File: src/rtl/motor_pkg.sv
// Shared types and constants for the up/down limit motor controller.
// Latency: n/a (declarations only).
// Backpressure: n/a (declarations only).
package motor_pkg;

    // Controller states. The encoding is visible on ctrl_state.
    typedef enum logic [2:0] {
        IDLE   = 3'd0,
        DEAD   = 3'd1,
        RUN_UP = 3'd2,
        RUN_DN = 3'd3,
        FAULT  = 3'd4
    } state_t;

    // Latched direction of travel, chosen when leaving IDLE.
    typedef enum logic {
        DIR_UP = 1'b0,
        DIR_DN = 1'b1
    } dir_t;

    localparam logic [1:0] FC_NONE     = 2'd0;
    localparam logic [1:0] FC_TIMEOUT  = 2'd1;
    localparam logic [1:0] FC_CONFLICT = 2'd2;

endpackage

File: src/rtl/motor_ctrl_fsm_if.sv
// Command/status bundle between panel logic and the motor controller.
// Latency: n/a (wiring only).
// Backpressure: none; commands are level-sampled every cycle.
//
// master: panel/command side (drives commands and limit inputs, reads status)
// slave : motor controller (reads commands/limits, drives motor pins and status)
interface motor_ctrl_fsm_if;
    logic       activate;
    logic       stop;
    logic       up_limit;
    logic       dn_limit;
    logic       fault_clr;
    logic       motor_up;
    logic       motor_dn;
    logic [2:0] ctrl_state;
    logic       fault;
    logic [1:0] fault_code;
    logic       busy;

    modport master (
        output activate, stop, up_limit, dn_limit, fault_clr,
        input  motor_up, motor_dn, ctrl_state, fault, fault_code, busy
    );

    modport slave (
        input  activate, stop, up_limit, dn_limit, fault_clr,
        output motor_up, motor_dn, ctrl_state, fault, fault_code, busy
    );
endinterface

File: src/rtl/motor_timer.sv
// Loadable down-counter shared by the dead-time and max-run phases.
// Latency: load/decrement take effect on the next clk edge; zero is a decode of the count.
// Backpressure: none; stops at zero instead of wrapping.
//
// Ports: clk, rst_n (async active-low), load (load value), en (decrement),
//        value (load value), zero (count is zero).
module motor_timer #(
    parameter int CNT_W = 16
) (
    input  logic             clk,
    input  logic             rst_n,
    input  logic             load,
    input  logic             en,
    input  logic [CNT_W-1:0] value,
    output logic             zero
);

    logic [CNT_W-1:0] cnt;

    always_ff @(posedge clk or negedge rst_n) begin
        if (!rst_n) begin
            cnt <= '0;
        end else if (load) begin
            cnt <= value;
        end else if (en && (cnt != '0)) begin
            cnt <= cnt - CNT_W'(1);
        end
    end

    assign zero = (cnt == '0);

endmodule

File: src/rtl/motor_ctrl_fsm.sv
// Bidirectional motor controller with dead-time, run timeout, stop, limit-conflict and sticky fault.
// Latency: activate sampled at edge T -> motor pin high from edge T+DEAD_TIME+1; all outputs registered.
// Backpressure: none; commands are level-sampled, FAULT ignores everything except fault_clr.
//
// Ports: clk, rst_n (async active-low), bus (motor_ctrl_fsm_if.slave):
//   activate/stop/up_limit/dn_limit/fault_clr in; motor_up/motor_dn/ctrl_state/fault/fault_code/busy out.
module motor_ctrl_fsm
    import motor_pkg::*;
#(
    parameter int CNT_W     = 16,
    parameter int DEAD_TIME = 4,
    parameter int MAX_RUN   = 1000
) (
    input  logic              clk,
    input  logic              rst_n,
    motor_ctrl_fsm_if.slave   bus
);

    localparam logic [CNT_W-1:0] DEAD_LD = CNT_W'(DEAD_TIME - 1);
    localparam logic [CNT_W-1:0] RUN_LD  = CNT_W'(MAX_RUN - 1);

    state_t     state_q, state_d;
    dir_t       dir_q, dir_d;
    logic [1:0] fc_q, fc_d;
    logic       up_q, up_d;
    logic       dn_q, dn_d;
    logic       busy_q, busy_d;
    logic       fault_q, fault_d;

    logic             tmr_load;
    logic             tmr_en;
    logic [CNT_W-1:0] tmr_val;
    logic             tmr_zero;
    logic             conflict;

    motor_timer #(.CNT_W(CNT_W)) u_timer (
        .clk   (clk),
        .rst_n (rst_n),
        .load  (tmr_load),
        .en    (tmr_en),
        .value (tmr_val),
        .zero  (tmr_zero)
    );

    assign conflict = bus.up_limit && bus.dn_limit;

    always_ff @(posedge clk or negedge rst_n) begin
        if (!rst_n) begin
            state_q <= IDLE;
            dir_q   <= DIR_UP;
            fc_q    <= FC_NONE;
            up_q    <= 1'b0;
            dn_q    <= 1'b0;
            busy_q  <= 1'b0;
            fault_q <= 1'b0;
        end else begin
            state_q <= state_d;
            dir_q   <= dir_d;
            fc_q    <= fc_d;
            up_q    <= up_d;
            dn_q    <= dn_d;
            busy_q  <= busy_d;
            fault_q <= fault_d;
        end
    end

    // Motor pins are computed from the next state so they switch on the same
    // edge as the state; they default low so any exit from RUN drops them.
    always_comb begin
        state_d  = state_q;
        dir_d    = dir_q;
        fc_d     = fc_q;
        up_d     = 1'b0;
        dn_d     = 1'b0;
        tmr_load = 1'b0;
        tmr_en   = 1'b0;
        tmr_val  = DEAD_LD;

        case (state_q)
            IDLE: begin
                if (conflict) begin
                    state_d = FAULT;
                    fc_d    = FC_CONFLICT;
                end else if (bus.stop) begin
                    state_d = IDLE;
                end else if (bus.activate) begin
                    // Sitting on the top switch means the only way out is down.
                    dir_d    = bus.up_limit ? DIR_DN : DIR_UP;
                    tmr_load = 1'b1;
                    tmr_val  = DEAD_LD;
                    state_d  = DEAD;
                end
            end

            DEAD: begin
                if (conflict) begin
                    state_d = FAULT;
                    fc_d    = FC_CONFLICT;
                end else if (bus.stop) begin
                    state_d = IDLE;
                end else if (tmr_zero) begin
                    tmr_load = 1'b1;
                    tmr_val  = RUN_LD;
                    if (dir_q == DIR_DN) begin
                        state_d = RUN_DN;
                        dn_d    = 1'b1;
                    end else begin
                        state_d = RUN_UP;
                        up_d    = 1'b1;
                    end
                end else begin
                    tmr_en = 1'b1;
                end
            end

            RUN_UP: begin
                if (conflict) begin
                    state_d = FAULT;
                    fc_d    = FC_CONFLICT;
                end else if (bus.up_limit || bus.stop) begin
                    state_d = IDLE;
                end else if (tmr_zero) begin
                    state_d = FAULT;
                    fc_d    = FC_TIMEOUT;
                end else begin
                    up_d   = 1'b1;
                    tmr_en = 1'b1;
                end
            end

            RUN_DN: begin
                if (conflict) begin
                    state_d = FAULT;
                    fc_d    = FC_CONFLICT;
                end else if (bus.dn_limit || bus.stop) begin
                    state_d = IDLE;
                end else if (tmr_zero) begin
                    state_d = FAULT;
                    fc_d    = FC_TIMEOUT;
                end else begin
                    dn_d   = 1'b1;
                    tmr_en = 1'b1;
                end
            end

            FAULT: begin
                // A persisting conflict is caught again from IDLE next cycle.
                if (bus.fault_clr) begin
                    state_d = IDLE;
                    fc_d    = FC_NONE;
                end
            end

            default: begin
                state_d = IDLE;
                fc_d    = FC_NONE;
            end
        endcase

        busy_d  = (state_d == DEAD) || (state_d == RUN_UP) || (state_d == RUN_DN);
        fault_d = (state_d == FAULT);
    end

    assign bus.motor_up   = up_q;
    assign bus.motor_dn   = dn_q;
    assign bus.ctrl_state = state_q;
    assign bus.fault      = fault_q;
    assign bus.fault_code = fc_q;
    assign bus.busy       = busy_q;

endmodule

File: src/flat_wrapper.sv
// flat-port wrapper written by rule: the top's interface ports become plain ports
module motor_ctrl_fsm_flat import motor_pkg::*;
#(
    parameter int CNT_W     = 16,
    parameter int DEAD_TIME = 4,
    parameter int MAX_RUN   = 1000
)
  (clk, rst_n, bus_activate, bus_stop, bus_up_limit, bus_dn_limit, bus_fault_clr, bus_motor_up, bus_motor_dn, bus_ctrl_state, bus_fault, bus_fault_code, bus_busy);
  motor_ctrl_fsm_if bus_i ();
  input  logic clk;
  input  logic rst_n;
  input wire logic [$bits(bus_i.activate)-1:0] bus_activate;
  input wire logic [$bits(bus_i.stop)-1:0] bus_stop;
  input wire logic [$bits(bus_i.up_limit)-1:0] bus_up_limit;
  input wire logic [$bits(bus_i.dn_limit)-1:0] bus_dn_limit;
  input wire logic [$bits(bus_i.fault_clr)-1:0] bus_fault_clr;
  output wire logic [$bits(bus_i.motor_up)-1:0] bus_motor_up;
  output wire logic [$bits(bus_i.motor_dn)-1:0] bus_motor_dn;
  output wire logic [$bits(bus_i.ctrl_state)-1:0] bus_ctrl_state;
  output wire logic [$bits(bus_i.fault)-1:0] bus_fault;
  output wire logic [$bits(bus_i.fault_code)-1:0] bus_fault_code;
  output wire logic [$bits(bus_i.busy)-1:0] bus_busy;
  assign bus_i.activate = bus_activate;
  assign bus_i.stop = bus_stop;
  assign bus_i.up_limit = bus_up_limit;
  assign bus_i.dn_limit = bus_dn_limit;
  assign bus_i.fault_clr = bus_fault_clr;
  assign bus_motor_up = bus_i.motor_up;
  assign bus_motor_dn = bus_i.motor_dn;
  assign bus_ctrl_state = bus_i.ctrl_state;
  assign bus_fault = bus_i.fault;
  assign bus_fault_code = bus_i.fault_code;
  assign bus_busy = bus_i.busy;
  motor_ctrl_fsm #(.CNT_W(CNT_W), .DEAD_TIME(DEAD_TIME), .MAX_RUN(MAX_RUN)) u_core (.clk(clk), .rst_n(rst_n), .bus(bus_i));
endmodule
File: config.mk
export PLATFORM = sky130hd
export DESIGN_NAME = motor_ctrl_fsm_flat
export DESIGN_NICKNAME = d
export VERILOG_FILES = /design/src/rtl/motor_pkg.sv /design/src/rtl/motor_ctrl_fsm_if.sv /design/src/rtl/motor_timer.sv /design/src/rtl/motor_ctrl_fsm.sv /design/src/flat_wrapper.sv
export SDC_FILE = /design/constraint.sdc
export NUM_CORES = 1
export LEC_CHECK = 0
export ABC_AREA = 1
export ABC_CLOCK_PERIOD_IN_PS = 2060
export CAP_MARGIN = 20
export CORE_MARGIN = 2
export CORE_UTILIZATION = 50
export DETAILED_ROUTE_END_ITERATION = 12
export PLACE_DENSITY_LB_ADDON = 0.2
export RECOVER_POWER = 50
export SLEW_MARGIN = 20
export SYNTH_ARGS = -nofsm -noshare
export SYNTH_HDL_FRONTEND = slang
export SYNTH_SLANG_ARGS = --single-unit
File: constraint.sdc
create_clock -name clk -period 2.06 [get_ports clk]
set_clock_uncertainty 0.2 [all_clocks]
set_input_delay 0.618 -clock clk [delete_from_list [all_inputs] [get_ports clk]]
set_output_delay 0.618 -clock clk [all_outputs]
set_load 0.03 [all_outputs]
Word-level counts from Yosys, hierarchy flattened
Cells that the tools add are included.
- register bits: 26
- input bits: 7
- output and inout bits: 9
- logic and storage cells: 90
- add/sub/neg operators: 1
- equal/unequal tests: 12
- mux-type cells: 54
- bitwise operators: 2
- reductions and logical operators: 13
- operators by type and width (kind ; count):
    two-way mux 16 bit ; 5
    two-way mux 3 bit ; 12
    two-way mux 1 bit ; 23
    zero test 16 bit ; 1
    nonzero test 16 bit ; 1
    subtractor 16 x 1 -> 16 bit, second input constant ; 1
    one-hot mux 3 bit (5 select lines) ; 1
    two-way mux 2 bit ; 7
    equality test 3 x 2 -> 1 bit, second input constant ; 4
    two-way mux 10 bit ; 1
    one-hot mux 2 bit (4 select lines) ; 1
    AND reduction 4 bit ; 2
    equality test 3 x 1 -> 1 bit, second input constant ; 2
    equality test 3 bit, second input constant ; 2
    != test 3 x 2 -> 1 bit, second input constant ; 2
    one-hot mux 1 bit (2 select lines) ; 3
    logical OR 1 bit ; 4
    zero test 3 bit ; 1
    one-hot mux 1 bit (3 select lines) ; 1
    logical AND 1 bit ; 2
    != test 2 x 1 -> 1 bit, second input constant ; 1
    != test 2 bit, second input constant ; 1
    NOT 1 bit ; 2
    nonzero test 2 bit ; 1
    OR reduction 2 bit ; 1

Longest topological paths before layout
- word-level depth: 8
- depth in mapped cells: 11
- depth with buffers taken out: 10

Modules after synthesis
A second synthesis with hierarchy kept.
- cell total of the unflattened synthesis: 261
- area total of the unflattened synthesis: 1806.7 µm²
- by module, submodules not included (module ; instances ; cells an instance ; area each (µm²) ; seq. area each (µm²)):
    motor_timer ; 1 ; 183 ; 1249.9 ; 400.4
    motor_ctrl_fsm ; 1 ; 78 ; 556.8 ; 250.2

Worst setup path after synthesis
No wires, ideal clock.
- path kind: input to register
- start: input port bus_up_limit
- end: register u_core.u_timer.cnt[2]
- setup time: 0.074 ns
- arrival time: 1.641 ns
- required time: 1.786 ns
- path slack: 0.146 ns
- cell stages on the path: 10
- path buffers: 1
- cell sequence: nand2_1 > nand2_1 > nor2_4 > nand3_4 > nand2_8 > inv_6 > nand2_8 > buf_8 > nand2_2 > o21ai_2
- longest elaborated chain between the ends: 6
- elaborated cells on any way between the ends: 15
- those cells by class: 11 x mux; 4 x reduce/logical
- RTL lines (element ; line ; RTL):
    start: declaration ; flat_wrapper.sv:14 ; input wire logic [$bits(bus_i.up_limit)-1:0] bus_up_limit;
    logical OR 1 bit ; motor_ctrl_fsm.sv:120 ; end else if (bus.up_limit || bus.stop) begin
    two-way mux 1 bit ; motor_ctrl_fsm.sv:120 ;
    two-way mux 1 bit ; motor_ctrl_fsm.sv:117 ; if (conflict) begin
    one-hot mux 1 bit (3 select lines) ; motor_ctrl_fsm.sv:79 ; case (state_q)
    logical AND 1 bit ; motor_timer.sv:25 ; end else if (en && (cnt != '0)) begin
    nonzero test 2 bit (no source line) ; n/a ;
    end signal: assignment ; motor_timer.sv:24 ; cnt <= value;
    end signal: assignment ; motor_timer.sv:26 ; cnt <= cnt - CNT_W'(1);
    end: declaration ; motor_timer.sv:18 ; logic [CNT_W-1:0] cnt;
Several ways; a longest one is shown, not always the timed one.
A chain may end at the register's enable or synchronous reset.

Final worst setup path
- start: register u_core.state_q[2] (netlist: u_core.bus.ctrl_state[2])
- end: output port bus_ctrl_state[2]
- RTL lines (element ; line ; RTL):
    start: declaration ; motor_ctrl_fsm.sv:22 ; state_t state_q, state_d;
    start signal: assignment ; motor_ctrl_fsm.sv:57 ; state_q <= state_d;
    end: declaration ; flat_wrapper.sv:19 ; output wire logic [$bits(bus_i.ctrl_state)-1:0] bus_ctrl_state;
No word-level cell between the ends.

==> key figures <==
Cells and area
  – Layout filler cell count: 297
  – Post-Layout Cell Count: 331
  – Layout-stage area growth over the synthesis result: 21.87%
  – Layout cells sized above 1: 21.05%
  – Summed area of non-filler cells in the final layout: 2190 um^2
  – Antenna fix cells: 0
  – Final net count: 294

STA
  – # setup viols final: 0
  – Worst Tran Pin Value: 646.6 ps
  – Number of hold violations in the final report: 0
  – Highest attainable clock frequency: 0.4992 GHz
  – Clock period minus final worst setup slack: 2003 ps
  – Final cycle utilization of the critical path: 97.25%
  – Rel. slew slack: 56.89%
  – RSZ-0062 raised after global routing: no
  – Final-report max-slew violation count: 0

Hold path
  – Class of the worst hold path: register to register

Clock network
  – Clock tree root driver cell: clkbuf_4
  – TritonCTS clock tree: built
  – Clock latency reported for the late side of the worst-skew pair: 320 ps
  – Clock transition at the register clock pins on the worst setup and hold paths after CTS: 140 ps
  – Number of hold-repair buffers added at the cts stage: 0
  – Clock buffer count from CTS: 3
  – CTS H-tree depth: 1
  – Buffers from clock root to sink, at most: 2
  – Total number of clock tree sinks: 26

Yosys
  – Number of distinct library cells after synthesis: 28
  – Async set-reset flop share out of synthesis: 100.0%
  – Dominant synthesized flop cell: dfrtp_1
  – Yosys warns: 0
  – Post-synth EDFFs: 0
  – Area leader, netlist: dfrtp_1
  – Gate Count Post-Synth: 246
  – Main area contributors after synthesis: dfrtp_1 (36%), nand2_1 (17%), nor2_1 (6.9%)
  – Post-synth net total: 254
  – Fraction of post-synthesis cell area in the top cell type by area: 36.21%
  – Mean instance size in the synthesized netlist: 7.304 um^2
  – Post-Synthesis Cell Area: 1797 um^2
  – Register bit total from synthesis: 26
  – Part of the Yosys area used for sequential elements: 36.21%

Setup path
  – Setup crit end kind: output port
  – Arrival time reported for the critical path endpoint: 1190 ps
  – Largest delay share family, worst path: flip-flops
  – Crit Path Category: register to output port
  – Worst Path Required: 1240 ps
  – Worst path max stage delay: 440 ps
  – Critical-path top delay cell: dfrtp_1
  – Worst reg-to-reg setup slack: 190 ps
  – Critical path fanouts, max: 4
  – CP Launch Type: register
  – Worst-path cell chain: dlygate4sd2_1
  – Crit path buffers/inverters: 1

Route
  – Initial DRC Count: 151
  – Routed Wire Length: 3915 um
  – Vias/cell: 5.018
  – Antenna viol nets, final: 0
  – Initial DRT Pass Iterations: 4
  – Routed wire per std cell: 11.83 um
  – Drt drc: 0
  – Via count: 1661

Floorplan
  – Die height: 63.95 um
  – Width of the die: 63.95 um
  – Area of the core region: 3390 um^2
  – Starting Density: 53.01%
  – Die Footprint: 4089 um^2
  – Number of core rows: 21
  – Top Ports: 16

Power
  – Power spent charging and discharging nets: 1.192 mW
  – Logic gate share of total power: 55.8%
  – Share of total power in sequential cells: 33.8%
  – Power per standard cell area: 1135 nW/um^2
  – Static leakage: 1.177 nW
  – Switching fraction of total power: 47.98%
  – Clock Power Share: 10.4%
  – Post-layout power: 2.485 mW
  – Worst supply voltage drop on vdd: 0.5667 mV
  – Total internal power: 1.293 mW

Placed design
  – DP Area: 2117 um^2
  – Placer congestion estimate: 0.8863
  – Final HPWL from detailed placement: 2924 um
  – Number of buffer cells added on primary ports: 15
  – Post-placement cell count: 324

GRT
  – Maximum number of pins on one net before global-route repair: 27
  – Antenna violations before repair: 0
  – GRT Overall Usage: 21.46%
  – Number of global-route vias before repair: 1597
  – Residual overflow from global routing: 0
  – Wire length of the first global-routing pass: 6969 um

Flow run
  – Max-cap violations: 0

Status
  – Result of the run: complete, no violations
[power groups by stage]
stage | clock network (mW) | logic, mW | registers, mW
2_1_floorplan | 0 | 1.11 | 0.834
3_3_place_gp | 0 | 1.36 | 0.847
3_5_place_dp | 0 | 1.37 | 0.845
4_1_cts | 0.271 | 1.37 | 0.838
5_1_grt | 0.295 | 1.61 | 0.862
6_report | 0.257 | 1.39 | 0.840
[per-layer routing]
layer / up-vias / track usage [%] / wire (um)
met3: 4 / 4.401 / 189
met5: - / 0 / 0
met4: 0 / 6.250 / 46
li1: 857 / - / -
met1: 753 / 30.51 / 1873
met2: 47 / 32.94 / 1805
[cells in the final DEF, fill, tap and decap left out, drive strengths merged]
| cell | Yosys | layout |
|---|---|---|
| nand2 | 88 | 89 |
| nor2 | 40 | 40 |
| inv | 32 | 32 |
| dfrtp | 26 | 26 |
| nand3 | 21 | 21 |
| o21ai | 21 | 21 |
| buf | 2 | 20 |
| dlygate4sd2 | 0 | 8 |
| clkdlybuf4s50 | 0 | 5 |
| nand4 | 5 | 5 |
| clkbuf | 0 | 5 |
| o21bai | 3 | 3 |
| xor2 | 2 | 2 |
| xnor2 | 2 | 2 |
| o31ai | 1 | 1 |
| o211ai | 1 | 1 |
| a21oi | 1 | 1 |
| ha | 1 | 1 |
| dlygate4sd3 | 0 | 1 |
| clkdlybuf4s15 | 0 | 1 |
[tightest hold or removal path, delay by kind of cell, from the launching register on]
family	cells	cell delay [ps]
flip-flops	1	380
AND/OR/NAND/NOR	2	110
[path summary, 6_finish.rpt]
path	start	end	cells after the start
setup / recovery	u_core.bus.ctrl_state[2]$_DFF_PN0_	bus_ctrl_state[2]	1
hold / removal	u_core.bus.fault_code[0]$_DFFE_PN0P_	u_core.bus.fault_code[0]$_DFFE_PN0P_	2
setup reg to reg	u_core.u_timer.cnt[0]$_DFFE_PN0P_	u_core.u_timer.cnt[15]$_DFFE_PN0P_	10
hold reg to reg	u_core.bus.fault_code[0]$_DFFE_PN0P_	u_core.bus.fault_code[0]$_DFFE_PN0P_	2
max in group asynchronous	rst_n	u_core.bus.motor_dn$_DFF_PN0_	2
min in group asynchronous	rst_n	u_core.bus.ctrl_state[1]$_DFF_PN0_	2
[cell usage after synthesis, types with 2 or more instances]
cell type	n
buf_8	2
dfrtp_1	26
inv_1	30
nand2_1	79
nand2_2	6
nand2_8	2
nand3_1	19
nand4_1	4
nor2_1	33
nor2_2	2
nor2_4	4
o21ai_0	10
o21ai_2	10
o21bai_1	3
xnor2_1	2
xor2_1	2
[layout make-up]
class / instances / area, um^2 / share of cell area, %
repair buffers: 36 / 295.3 / 13.49
flip-flops and latches: 26 / 650.6 / 29.71
well taps: 46 / 57.56 / 2.629
multi-input cells: 187 / 1025 / 46.80
inverters: 32 / 125.1 / 5.714
clock buffers: 4 / 36.28 / 1.657
[registers in the layout (all words and copies together) (netlist names)]
signal / flops
u_core.dir_q: 1
u_core.bus.fault_code: 2
u_core.bus.motor_dn: 1
u_core.bus.motor_up: 1
u_core.bus.fault: 1
u_core.u_timer.cnt: 16
u_core.bus.busy: 1
u_core.bus.ctrl_state: 3
[through the flow]
step,TNS [ps],hold slack (ps),utilization (%),setup slack (ps)
final,0,301.3,64.60,56.70
after global routing,0,338.9,64.60,2.279
after CTS,0,307.5,63.20,15.62
after detailed placement,-5597,271.7,62.46,-322.5
after global placement,-4846,266.3,62.46,-271.7
after floorplan,0,122.4,-,145.5
[cells by family after synthesis]
| family | Yosys count | synth area share, % |
|---|---|---|
| simple gates | 154 | 41.57 |
| buf+inv | 34 | 8.635 |
| compound gates | 27 | 10.93 |
| flops | 26 | 36.21 |
| xor+xnor | 4 | 1.950 |
| fa+ha+maj | 1 | 0.6963 |
[what timing repair did]
action	in CTS	in global routing
gates cloned	0	1
endpoints found under the setup margin	9	17
hold endpoints to repair	0	0
gates resized for setup	9	5
buffers inserted	0	2
pin swaps	0	2
Power figures use the tool's default switching activity.
